## config.mk

```make
export PLATFORM = sky130hd
export DESIGN_NAME = adc_init_seq
export DESIGN_NICKNAME = d
export VERILOG_FILES = /design/src/rtl/adc_init_seq.sv
export SDC_FILE = /design/constraint.sdc
export NUM_CORES = 1
export LEC_CHECK = 0
export CORE_ASPECT_RATIO = 2
export CORE_MARGIN = 1
export CORE_UTILIZATION = 40
export DETAILED_ROUTE_END_ITERATION = 7
export GPL_ROUTABILITY_DRIVEN = 1
export HOLD_SLACK_MARGIN = 0.1
export PLACE_DENSITY = 0.62
export SETUP_SLACK_MARGIN = 0.05
export SLEW_MARGIN = 20
export SYNTH_ARGS = -nofsm -noshare
export SYNTH_HDL_FRONTEND = slang
export SYNTH_SLANG_ARGS = --single-unit
```

## constraint.sdc

```tcl
create_clock -name adc_set_clk -period 11.2 [get_ports adc_set_clk]
set_clock_uncertainty 0.05 [all_clocks]
set_input_delay 3.36 -clock adc_set_clk [delete_from_list [all_inputs] [get_ports adc_set_clk]]
set_output_delay 3.36 -clock adc_set_clk [all_outputs]
set_load 0.02 [all_outputs]
```

## src/rtl/adc_init_seq.sv

```systemverilog
// -----------------------------------------------------------------------------
// adc_init_seq
//
// ADC power-up configuration sequencer. Holds a host-written table of up to
// sixteen 24-bit control words ({R/W, addr[6:0], data[15:0]}). On a start
// request it pulses the ADC hardware reset, waits for the ADC to settle, then
// hands each table word to the SPI control-word serializer in order with a
// one-cycle load strobe, handshaking on the serializer busy flag.
//
// Optional feature (compile-time macro ADC_INIT_AUTOSTART_EN):
//   defined   - one internal start is issued on the first clock edge after
//               rstn deasserts, using cfg_num at that edge.
//   undefined - the sequence only runs on an external start pulse.
//
// Ports:
//   adc_set_clk   in   1   sequencer clock (shared with the serializer)
//   rstn          in   1   asynchronous active-low reset
//   start         in   1   one-cycle run request (ignored while busy)
//   tbl_we        in   1   table write strobe (honoured only in IDLE)
//   tbl_addr      in   4   table write address
//   tbl_wdata     in  24   table write data
//   cfg_num       in   5   words to send, sampled at start, clamped to 16
//   spi_busy      in   1   serializer busy while shifting a word
//   adc_rstn_out  out  1   ADC hardware reset, active low
//   ctrl_word     out 24   word presented to the serializer
//   ctrl_load     out  1   one-cycle load strobe to the serializer
//   busy          out  1   high whenever the sequencer is not IDLE
//   done          out  1   one-cycle pulse on successful completion
//   err           out  1   sticky busy-wait timeout, cleared by next start
// -----------------------------------------------------------------------------
module adc_init_seq #(
    parameter int RST_PULSE_CYC = 100,
    parameter int RST_WAIT_CYC  = 1000,
    parameter int WORD_GAP_CYC  = 40,
    parameter int TIMEOUT_CYC   = 4096
) (
    input  logic        adc_set_clk,
    input  logic        rstn,
    input  logic        start,
    input  logic        tbl_we,
    input  logic [3:0]  tbl_addr,
    input  logic [23:0] tbl_wdata,
    input  logic [4:0]  cfg_num,
    input  logic        spi_busy,
    output logic        adc_rstn_out,
    output logic [23:0] ctrl_word,
    output logic        ctrl_load,
    output logic        busy,
    output logic        done,
    output logic        err
);

    typedef enum logic [2:0] {
        IDLE, RST_LO, RST_WAIT, LOAD, WAIT_HI, WAIT_LO, GAP, FIN
    } state_t;

    // Each counter only has to reach its own parameter value.
    localparam int RST_W  = $clog2(RST_PULSE_CYC + 1);
    localparam int WAIT_W = $clog2(RST_WAIT_CYC + 1);
    localparam int GAP_W  = $clog2(WORD_GAP_CYC + 1);
    localparam int TO_W   = $clog2(TIMEOUT_CYC + 1);

    state_t            state;
    state_t            next_state;
    logic [RST_W-1:0]  rst_cnt;
    logic [WAIT_W-1:0] wait_cnt;
    logic [GAP_W-1:0]  gap_cnt;
    logic [TO_W-1:0]   to_cnt;
    logic [3:0]        index;
    logic [3:0]        load_idx;
    logic [4:0]        num_q;
    logic              err_q;
    logic [23:0]       word_q;
    logic [23:0]       tbl [16];

    logic start_eff;
    logic accept;
    logic rst_done;
    logic wait_done;
    logic gap_done;
    logic timeout;
    logic last_word;
    logic in_busy_wait;

`ifdef ADC_INIT_AUTOSTART_EN
    // High only during reset and the first cycle after it, giving exactly
    // one internal start request on the first edge after rstn deasserts.
    logic auto_start;

    always_ff @(posedge adc_set_clk or negedge rstn) begin
        if (!rstn) auto_start <= 1'b1;
        else       auto_start <= 1'b0;
    end

    assign start_eff = start | auto_start;
`else
    assign start_eff = start;
`endif

    assign accept       = (state == IDLE) && start_eff;
    assign rst_done     = (rst_cnt  == RST_W'(RST_PULSE_CYC - 1));
    assign wait_done    = (wait_cnt == WAIT_W'(RST_WAIT_CYC - 1));
    assign gap_done     = (gap_cnt  == GAP_W'(WORD_GAP_CYC - 1));
    assign timeout      = (to_cnt   == TO_W'(TIMEOUT_CYC - 1));
    assign last_word    = (({1'b0, index} + 5'd1) == num_q);
    assign in_busy_wait = (state == WAIT_HI) || (state == WAIT_LO);

    // Entering LOAD from GAP happens on the same edge that advances index,
    // so the word fetched must already be the next one.
    assign load_idx = (state == GAP) ? (index + 4'd1) : index;

    // ---------------------------------------------------------------------
    // State register
    // ---------------------------------------------------------------------
    // NOTE: sequential state uses non-blocking assignments so every register
    // samples the pre-edge values, independent of block evaluation order.
    always_ff @(posedge adc_set_clk or negedge rstn) begin
        if (!rstn) state <= IDLE;
        else       state <= next_state;
    end

    // ---------------------------------------------------------------------
    // Next-state logic
    // ---------------------------------------------------------------------
    // NOTE: next_state gets a default before the case so no path leaves it
    // unassigned, which would otherwise infer a latch.
    always_comb begin
        next_state = state;
        case (state)
            IDLE:     if (start_eff) next_state = RST_LO;
            RST_LO:   if (rst_done)  next_state = RST_WAIT;
            RST_WAIT: if (wait_done) next_state = (num_q == 5'd0) ? FIN : LOAD;
            LOAD:     next_state = WAIT_HI;
            WAIT_HI: begin
                if (spi_busy)     next_state = WAIT_LO;
                else if (timeout) next_state = IDLE;
            end
            WAIT_LO: begin
                if (!spi_busy)    next_state = GAP;
                else if (timeout) next_state = IDLE;
            end
            GAP:      if (gap_done)  next_state = last_word ? FIN : LOAD;
            FIN:      next_state = IDLE;
            default:  next_state = IDLE;
        endcase
    end

    // ---------------------------------------------------------------------
    // Outputs decoded from the current state only, so an asynchronous reset
    // (state forced to IDLE) returns them to their idle values at once.
    // ---------------------------------------------------------------------
    always_comb begin
        adc_rstn_out = 1'b1;
        ctrl_load    = 1'b0;
        done         = 1'b0;
        busy         = (state != IDLE);
        case (state)
            RST_LO:  adc_rstn_out = 1'b0;
            LOAD:    ctrl_load    = 1'b1;
            FIN:     done         = 1'b1;
            default: ;
        endcase
    end

    assign ctrl_word = word_q;
    assign err       = err_q;

    // ---------------------------------------------------------------------
    // Counters and datapath registers
    // ---------------------------------------------------------------------
    always_ff @(posedge adc_set_clk or negedge rstn) begin
        if (!rstn) begin
            rst_cnt  <= '0;
            wait_cnt <= '0;
            gap_cnt  <= '0;
            to_cnt   <= '0;
            index    <= '0;
            num_q    <= '0;
            err_q    <= 1'b0;
            word_q   <= '0;
        end else begin
            // Counters run only while their state is held and clear on any
            // transition, so each state entry starts counting from zero.
            rst_cnt  <= (state == RST_LO   && next_state == RST_LO)   ? rst_cnt  + 1'b1 : '0;
            wait_cnt <= (state == RST_WAIT && next_state == RST_WAIT) ? wait_cnt + 1'b1 : '0;
            gap_cnt  <= (state == GAP      && next_state == GAP)      ? gap_cnt  + 1'b1 : '0;
            to_cnt   <= (in_busy_wait      && next_state == state)    ? to_cnt   + 1'b1 : '0;

            if (accept) begin
                err_q <= 1'b0;
                index <= '0;
                num_q <= (cfg_num > 5'd16) ? 5'd16 : cfg_num;
            end else if (in_busy_wait && next_state == IDLE) begin
                err_q <= 1'b1;
            end

            if (state == GAP && gap_done) index <= index + 4'd1;

            // Registered on entry so the word is valid alongside ctrl_load.
            if (next_state == LOAD) word_q <= tbl[load_idx];
        end
    end

    // ---------------------------------------------------------------------
    // Control-word table
    // ---------------------------------------------------------------------
    // NOTE: the table is plain storage with no reset, so it keeps the host's
    // contents across a sequencer reset and maps onto RAM/LUT memory.
    always_ff @(posedge adc_set_clk) begin
        if (tbl_we && state == IDLE) tbl[tbl_addr] <= tbl_wdata;
    end

endmodule

```

==> flow_summary.json <==
{
  "synth_compound_area_share_pct": 10.2,
  "muxShareOfSynthArea_pct": 6.14,
  "setup_viol": 0,
  "syn_area_per_cell_um2": 12.7,
  "hold_path_end": "gap_cnt[0]$_DFF_PN0_",
  "clock-sinks": 457,
  "yosys_warnings": 0,
  "drt_iter0_markers": 1135,
  "grtUsageTotal_pct": 19.4,
  "vias": 13100,
  "grt_first_pass_wirelength_um": 76700,
  "crit_arrival_ns": 2.06,
  "drc": 0,
  "worstSetupStartpointType": "flip-flop",
  "post-route-period-util_pct": 48.8,
  "post-place-ws_ns": 5.26,
  "hpwl_um": 30200,
  "rr_startpoint": "index[0]$_DFFE_PN0P_",
  "numCtsBuffers": 41,
  "rsz0062_at_grt": "no",
  "grt_pass1_vias": 13400,
  "post_route_cells_drive_above_1_share_pct": 7.07,
  "routed_wl_um": 49600,
  "timing.hold.ws_ns": 0.413,
  "ant_nets": 0,
  "synth_top_cell_by_area": "edfxtp_1",
  "synth_edf_count": 384,
  "coreArea_um2": 50200,
  "grt_util_met2_pct": 36.3,
  "crit_fanout": 14,
  "synth_top_area_share_pct": 56.5,
  "clk_path_buf_depth": 3,
  "place_area_um2": 21700,
  "cts.htree.levels": 2,
  "die_area_um2": 52000,
  "rr_worst_depth": 7,
  "post-route-min-period_ns": 5.47,
  "fin_ws_ns": 5.73,
  "maxSlewViolCount": 0,
  "fp-row-count": 116,
  "crit_type": "flip-flop to output port",
  "cellLeakagePower_nw": 7.66,
  "cts_root_buf": "clkbuf_16",
  "synth_area_leaders": "edfxtp_1, dfrtp_1, a211oi_1, mux2i_1, nand2_1",
  "power_frac_clock_pct": 37.8,
  "seqPwrFrac_pct": 50.0,
  "outcome": "complete, no violations",
  "fin_nets": 1665,
  "grt_max_degree": 105,
  "syn_nets": 1651,
  "use_met3_pct": 2.60,
  "async_flop_share_pct": 16.0,
  "p_sw_share_pct": 25.2,
  "cellPowerDensity_nw_per_um2": 165,
  "switching_power_mw": 0.958,
  "grt_remaining_overflow": 0,
  "die_x_um": 162,
  "synthAdderAreaFrac_pct": 0.356,
  "clk_latency_ns": 0.56,
  "hold_violations": 0,
  "finalSetupTns_ns": 0,
  "maxCapViolations": 0,
  "gp_congestion": 0.808,
  "cp-end-kind": "output port",
  "netlist-cell-type-count": 52,
  "n_antenna_cell": 0,
  "r2r_setup_slack_ns": 6.55,
  "start_util_pct": 40.6,
  "ios": 67,
  "dr.pass1.iters": 5,
  "relSlewSlack_pct": 27.6,
  "ys_seq_area_share_pct": 65.5,
  "gr-usage-met1_pct": 21.9,
  "min_path_cells": 1,
  "share_comb_of_total_power_pct": 12.2,
  "fmax_ghz": 0.183,
  "area_growth_pct": 13.0,
  "r2r_end": "ctrl_word[5]$_DFFE_PN0N_",
  "ctsHoldBuffers": 0,
  "peakVddDrop_uv": 112,
  "netlist_area_um2": 20400,
  "synth_simple_gate_area_share_pct": 13.5,
  "ys_seq_elements": 457,
  "synth_ff_type": "edfxtp_1",
  "clk_pin_slew_ns": 0.06,
  "cts-resized-gates": 0,
  "synth-xor-area-share_pct": 1.54,
  "wire_per_inst_um": 21.5,
  "post_cts_buffers": 0,
  "synth_top_family_by_area": "simple AND/OR/NAND/NOR gates",
  "hold_start": "gap_cnt[0]$_DFF_PN0_",
  "internal_power_mw": 2.84,
  "io_buffers": 66,
  "dieHeight_um": 321,
  "antenna_found_initial": 0,
  "tightest_slew_ns": 1.09,
  "cp.required_ns": 7.79,
  "top_usage_layer": "met2",
  "avgViaCountPerCell": 5.67,
  "cts_tree": "built",
  "finalInstanceArea_um2": 23000,
  "syn_inst": 1608,
  "hp-class": "flip-flop to flip-flop"
}
==> placed cells by master, fill, tap and decap left out, types with 4 or more instances in the layout <==
master,Yosys,routed
edfxtp_1,384,384
a211oi_1,217,217
nand2_1,218,217
nand3_1,120,120
nor2b_1,97,97
mux2i_1,97,97
dfrtp_1,73,72
clkdlybuf4s50_1,0,65
a21oi_1,54,53
clkbuf_16,0,43
nor2_1,45,33
nor4_1,25,25
mux2_1,20,20
buf_4,4,19
xnor2_1,20,17
o21ai_0,14,14
xor2_1,14,13
and3_1,12,12
nor2_4,0,12
nand2b_1,11,11
clkbuf_1,58,10
inv_1,8,8
clkinv_1,1,7
nor3_1,11,7
and2_1,6,6
mux2_2,5,5
nand4b_1,5,5
nor3_2,1,5
clkinv_2,0,5
or3_1,4,4
ha_1,5,4
bufinv_16,0,4
==> worst max-delay path, stage by stage, from the launching register on <==
cell	delay, ns
dfrtp_1	0.51
nor3_1	0.20
buf_4	0.21
inv_1	0.06
clkdlybuf4s50_1	0.53
==> worst max path at each step <==
stage | end | slack, ns | startpoint | cells after the start
after floorplan | tbl[0][0]$_DFFE_PP_ | 5.25 | tbl_addr[3] | 2
after global placement | ctrl_word[6]$_DFFE_PN0N_ | 5.30 | spi_busy | 7
after detailed placement | ctrl_word[4]$_DFFE_PN0N_ | 5.26 | spi_busy | 7
after CTS | busy | 5.68 | state[0]$_DFF_PN0_ | 4
after global routing | done | 5.59 | state[0]$_DFF_PN0_ | 3
final | busy | 5.73 | state[0]$_DFF_PN0_ | 4
==> registers in the layout, indices dropped and copies added (netlist names) <==
signal,count
tbl,384
ctrl_word,24
to_cnt,13
wait_cnt,10
rst_cnt,7
gap_cnt,6
num_q,5
index,4
state,3
err,1
==> through the flow <==
stage          power [mW]  util [%]  instances
3_3_place_gp         2.39      43.2       2228
6_report             3.80      45.9       2304
4_1_cts              3.83      45.9       2304
2_1_floorplan        2.24         -       1608
3_5_place_dp         2.40      43.2       2228
5_1_grt              3.94      45.9       2304
==> routing by layer <==
layer | vias to the layer above | part of all wire (%)
met5 | - | 0
li1 | 6081 | -
met2 | 339 | 54
met4 | 0 | 3.5
met3 | 106 | 4.6
met1 | 6548 | 38
==> power groups by stage <==
stage               logic, mW  clock network [mW]  registers, mW
floorplan               0.307                   0           1.93
global route            0.509                1.53           1.90
detailed placement      0.464                   0           1.94
finish                  0.464                1.44           1.90
CTS                     0.467                1.47           1.90
global placement        0.457                   0           1.94
==> synthesized netlist by cell type (all sizes together), types with 4 or more instances <==
cell / number
or3: 4
o21ai: 15
a21oi: 54
nand4b: 6
clkbuf: 59
nand3: 120
edfxtp: 384
nand2: 218
mux2: 25
nor2: 45
inv: 9
and2: 6
nand2b: 11
mux2i: 97
nor3: 12
xnor2: 21
buf: 56
dfrtp: 73
and3: 12
nor4: 25
a211oi: 217
xor2: 14
nor2b: 97
ha: 5
==> cell type report <==
| class | instances | area, µm² |
|---|---|---|
| Multi-Input combinational cell | 1026 | 6670 |
| Inverter | 10 | 37.5 |
| Clock inverter | 22 | 221 |
| Timing Repair Buffer | 86 | 816 |
| Fill cell | 4503 | 27200 |
| Clock buffer | 54 | 1130 |
| Sequential cell | 457 | 13400 |
| Tap cell | 649 | 812 |
==> logic make-up (layout without fill, tap and decap cells) <==
logic type | count (synthesis) | count (layout)
compound gates | 298 | 298
fa+ha+maj | 6 | 6
flops | 457 | 457
buf+inv | 125 | 172
xor+xnor | 35 | 35
simple gates | 565 | 565
mux | 122 | 122
(Power assumes the default switching activity.)
